**src/rtl/bcd_digit_counter.sv**
```systemverilog
// bcd_digit_counter: one display digit of a modulo-MODULUS up/down counter.
// Instances cascade by wiring one digit's co to the next digit's en, so every
// digit in the chain advances on the same clock edge (single clock domain).
// The segment pattern is registered from the next-state digit so that seg
// and digit always change on the same edge. The blank input masks the
// segment output combinationally and leaves the count untouched.

module bcd_digit_counter #(
    parameter int MODULUS        = 6,    // count range 0..MODULUS-1, legal 2..10
    parameter bit SEG_ACTIVE_LOW = 1'b1  // 1: segment lit when its bit is 0
) (
    input  logic       clk,
    input  logic       rst_n,
    input  logic       en,
    input  logic       up,
    input  logic       clr,
    input  logic       load,
    input  logic [3:0] load_val,
    input  logic       blank,
    output logic [3:0] digit,
    output logic [6:0] seg,
    output logic       co,
    output logic       wrap
);

    localparam logic [3:0] MAX_VAL = 4'(MODULUS - 1);
    localparam logic [4:0] MOD_VAL = 5'(MODULUS);
    localparam logic [6:0] SEG_OFF = SEG_ACTIVE_LOW ? 7'b1111111 : 7'b0000000;

    // Segment pattern {g,f,e,d,c,b,a} for a binary digit, already adjusted to
    // the board polarity. Codes 10..15 never occur in a legal state; they show
    // as a dark digit rather than garbage.
    function automatic logic [6:0] seg_encode(input logic [3:0] d);
        logic [6:0] lit;
        case (d)
            4'd0:    lit = 7'b0111111;
            4'd1:    lit = 7'b0000110;
            4'd2:    lit = 7'b1011011;
            4'd3:    lit = 7'b1001111;
            4'd4:    lit = 7'b1100110;
            4'd5:    lit = 7'b1101101;
            4'd6:    lit = 7'b1111101;
            4'd7:    lit = 7'b0000111;
            4'd8:    lit = 7'b1111111;
            4'd9:    lit = 7'b1101111;
            default: lit = 7'b0000000;
        endcase
        return SEG_ACTIVE_LOW ? ~lit : lit;
    endfunction

    logic [3:0] digit_q;
    logic [3:0] digit_d;
    logic [6:0] seg_q;
    logic [6:0] seg_d;
    logic       wrap_q;

    logic       in_range;
    logic       up_term;
    logic       dn_term;
    logic       load_ok;
    logic       co_int;

    // An out-of-range state is folded into the up terminal so the next up
    // tick recovers to 0; a down tick from it steps to MAX_VAL without a borrow.
    assign in_range = ({1'b0, digit_q} < MOD_VAL);
    assign up_term  = !in_range || (digit_q == MAX_VAL);
    assign dn_term  = (digit_q == 4'd0);
    assign load_ok  = ({1'b0, load_val} < MOD_VAL);

    // Carry/borrow is suppressed in reset and whenever clear or load overrides
    // the count, so a cascaded digit never sees a phantom tick.
    assign co_int = rst_n & en & ~clr & ~load & (up ? up_term : dn_term);

    // Next-state digit with priority clr > load > en > hold.
    always_comb begin
        digit_d = digit_q;
        if (clr) begin
            digit_d = 4'd0;
        end else if (load) begin
            digit_d = load_ok ? load_val : MAX_VAL;
        end else if (en) begin
            if (up) begin
                digit_d = up_term ? 4'd0 : digit_q + 4'd1;
            end else begin
                digit_d = (dn_term || !in_range) ? MAX_VAL : digit_q - 4'd1;
            end
        end
        seg_d = seg_encode(digit_d);
    end

    // Count, segment and wrap-pulse registers; reset shows a lit zero.
    always_ff @(posedge clk or negedge rst_n) begin
        if (!rst_n) begin
            digit_q <= 4'd0;
            seg_q   <= seg_encode(4'd0);
            wrap_q  <= 1'b0;
        end else begin
            digit_q <= digit_d;
            seg_q   <= seg_d;
            wrap_q  <= co_int;
        end
    end

    assign digit = digit_q;
    assign seg   = blank ? SEG_OFF : seg_q;
    assign co    = co_int;
    assign wrap  = wrap_q;

endmodule

```
**config.mk**
```make
export PLATFORM = sky130hd
export DESIGN_NAME = bcd_digit_counter
export DESIGN_NICKNAME = d
export VERILOG_FILES = /design/src/rtl/bcd_digit_counter.sv
export SDC_FILE = /design/constraint.sdc
export NUM_CORES = 1
export LEC_CHECK = 0
export CAP_MARGIN = 5
export CORE_AREA = 2 2 61 63
export CTS_CLUSTER_DIAMETER = 80
export DETAILED_ROUTE_END_ITERATION = 6
export DIE_AREA = 0 0 63 65
export GPL_ROUTABILITY_DRIVEN = 0
export PLACE_DENSITY = 0.53
export SLEW_MARGIN = 20
export SYNTH_ARGS = -nofsm -noshare
export SYNTH_HDL_FRONTEND = slang
export SYNTH_SLANG_ARGS = --single-unit
```
**constraint.sdc**
```tcl
create_clock -name clk -period 3.3 [get_ports clk]
set_input_delay 0.66 -clock clk [delete_from_list [all_inputs] [get_ports clk]]
set_output_delay 0.66 -clock clk [all_outputs]
set_load 0.05 [all_outputs]
```
==> results.sh, run 1 <==
export IMPL_arrival_ns=2.18
export IMPL_cts_root_buf="clkbuf_4"
export IMPL_htreeDepth=1
export IMPL_post_cts_buffers=0
export IMPL_vdd_drop_max_mv=0.08288
export IMPL_die_w_um=63
export IMPL_clock_latency_ns=0.27
export IMPL_finalCritPeriodShare_pct=85.93
export IMPL_grt_pass1_vias=701
export IMPL_ctsResizeCount=0
export IMPL_p_total_uw=434.7
export IMPL_synth_edf_count=0
export IMPL_clock_sinks=12
export IMPL_clockBufferDepth=2
export IMPL_synthFlopType="dfrtp_1"
export IMPL_final_layout_size_suffix_gt1_share_pct=16.24
export IMPL_status="finished clean"
export IMPL_avgViaCountPerCell=4.491
export IMPL_slew_headroom_pct=65.85
export IMPL_max_freq_mhz=352.6
export IMPL_max_cap_viol_count=0
export IMPL_place_port_buffers=23
export IMPL_synthDistinctLibCells=34
export IMPL_cp_depth=3
export IMPL_ff2ff_path_depth=9
export IMPL_start_util_pct=23.51
export IMPL_yosys_area_top_type="dfrtp_1"
export IMPL_grt_max_degree=13
export IMPL_tns_ns=0
export IMPL_critPathTopFamily="buffers and inverters"
export IMPL_place_inst=161
export IMPL_slew_viol_final=0
export IMPL_path_max_fanout=7
export IMPL_power_density_mw_per_mm2=380.1
export IMPL_synth_area_leaders="dfrtp_1 (33%), ha_1 (12%), or2_2 (5.3%)"
export IMPL_syn_area_sq_um=822.0
export IMPL_ys_ff_latch=12
export IMPL_grt_pass1_wl_mm=2.918
export IMPL_cpPeakStageDelay_ns=0.70
export IMPL_hold_violations=0
export IMPL_syn_to_final_growth_pct=39.12
export IMPL_hp_class="input port to async pin"
export IMPL_ys_seq_area_share_pct=36.68
export IMPL_synthCells=91
export IMPL_dp_hpwl_mm=1.412
export IMPL_critical_path_class="input port to output port"
export IMPL_drc=0
export IMPL_finalCriticalPeriod_ns=2.836
export IMPL_cp_data_required_time_ns=2.64
export IMPL_core_area_sq_mm=0.003496
export IMPL_avgSynthCellArea_sq_um=9.033
export IMPL_async_flop_share_pct=100.0
export IMPL_antenna_found_initial=0
export IMPL_clkTransAtPathRegs_ns=0.07
export IMPL_worstSetupEndpointType="output port"
export IMPL_rsz0062_at_grt="no"
export IMPL_io_pins=24
export IMPL_nets=137
export IMPL_critPathSlowestCell="clkdlybuf4s50_1"
export IMPL_numCtsBuffers=3
export IMPL_rows=22
export IMPL_cts_tree="yes"
export IMPL_crit_buf_inv=2
export IMPL_grt_use_total_pct=8.983
export IMPL_ant_nets=0
export IMPL_chipHeight_um=65
export IMPL_diodes=0
export IMPL_setup_violations=0
export IMPL_grt_overflow=0
export IMPL_dr_first_iter_drc_count=18
export IMPL_dr_pass1_iters=4
export IMPL_synth_nets=110
export IMPL_cpMostUsedCell="clkdlybuf4s50_1"
export IMPL_synth_top_cell_area_share_pct=33.49
export IMPL_via_count=741
export IMPL_stdcell_count=165
export IMPL_synth_warnings=0
export IMPL_tightest_slew_ns=0.5083
export IMPL_skew_ns=0.001103
export IMPL_cts_hold_buf=0
export IMPL_crit_path_start_kind="input port"
export IMPL_crit_path_cell_trace="clkdlybuf4s50_1 > or2_2 > clkdlybuf4s50_1"
export IMPL_wirelength_mm=1.729
export IMPL_wl_per_cell_um=10.48
export IMPL_leakage_nw=0.5127
export IMPL_die_area_sq_mm=0.004095
[flip-flops by register name, indices dropped and copies added, names as in the netlist]
signal,count
seg_q,7
wrap,1
digit,4
[logic make-up (layout without fill, tap and decap cells)]
family	Yosys count	count (layout)	share of synthesized area (%)
xor+xnor	1	1	1.066
buf+inv	14	40	7.609
fa+ha+maj	8	8	12.18
simple gates	34	34	23.59
compound gates	20	20	16.44
flops	12	12	36.68
mux	2	2	2.435
[layout by cell type, fill, tap and decap left out, types with 2 or more instances in the layout]
cell type        instances
a21oi_1                  6
inv_1                   10
ha_1                     8
mux2i_1                  2
nor3_1                   5
nor2_1                   5
dfrtp_1                 11
nand2_1                  5
clkbuf_4                 3
nand4_1                  2
or2_2                    7
or2b_2                   2
nand3_1                  2
o21ai_0                  4
clkdlybuf4s50_1         22
buf_4                    2
[area by class of cell]
| class | count | area [sq um] |
|---|---|---|
| timing repair buffer | 25 | 255.2 |
| clock buffer | 4 | 26.28 |
| multi-input combinational | 65 | 457.9 |
| tap | 48 | 60.06 |
| fill | 375 | 2352 |
| inverter | 11 | 42.54 |
| sequential | 12 | 301.5 |
[stage by stage]
step	setup WS, ns	instance area [sq um]	utilization (%)	hold WS [ns]
2_1_floorplan	0.3757	822.0	-	0.3644
3_3_place_gp	0.4227	1117	31.96	0.8548
3_5_place_dp	0.3878	1117	31.96	0.8302
4_1_cts	0.4502	1144	32.71	0.7566
5_1_grt	0.3809	1144	32.71	0.7636
6_report	0.4642	1144	32.71	0.7635
[synthesized netlist by cell type (2+ instances only)]
cell / number
dfrtp_1: 11
nor2_1: 5
or2b_2: 2
mux2i_1: 2
buf_4: 2
nor3_1: 5
ha_1: 8
nand2_1: 5
inv_1: 10
a21oi_1: 6
nand3_1: 2
or2_2: 7
o21ai_0: 4
nand4_1: 2
[layer usage]
layer  up-vias  GRT usage, %  routed length (um)
met1       348         9.636                 748
met5         -             0                   0
met4         0         5.000                  22
li1        367             -                   -
met3         2        0.8681                  79
met2        24         17.15                 878
[final timing paths]
check	start	to	slack [ns]
max reg2reg	digit[1]	seg_q[5]	0.73
min	rst_n	seg_q[5]	0.76
min reg2reg	digit[3]	wrap	0.86
max in group asynchronous	rst_n	seg_q[6]	2.31
max	blank	seg[5]	0.46
min in group clk	digit[3]	wrap	0.86
[worst register-to-register path, stage by stage (launching register included)]
cell and delay, ns:
dfrtp_1 0.48, inv_1 0.13, ha_1 0.20, or4b_1 0.52, a21oi_1 0.15, nor3_1 0.07
a2111o_1 0.51, clkinv_2 0.13, nor3_2 0.05, a311oi_1 0.24
[power breakdown]
| part | internal [mW] | switching, mW | leakage, nW |
|---|---|---|---|
| Sequential | 0.164 | 0.00989 | 0.152 |
| Combinational | 0.0678 | 0.101 | 0.346 |
| Clock | 0.0468 | 0.0459 | 0.0150 |
| Total | 0.278 | 0.156 | 0.513 |
Note: power is estimated with default switching activity, not from simulation.
==> run 2: changes to the inputs <==
Settings changed: HOLD_SLACK_MARGIN from default to 0.02.
==> results of run 2 <==
The final DEF is identical to that of run 1; final timing and power are the same.
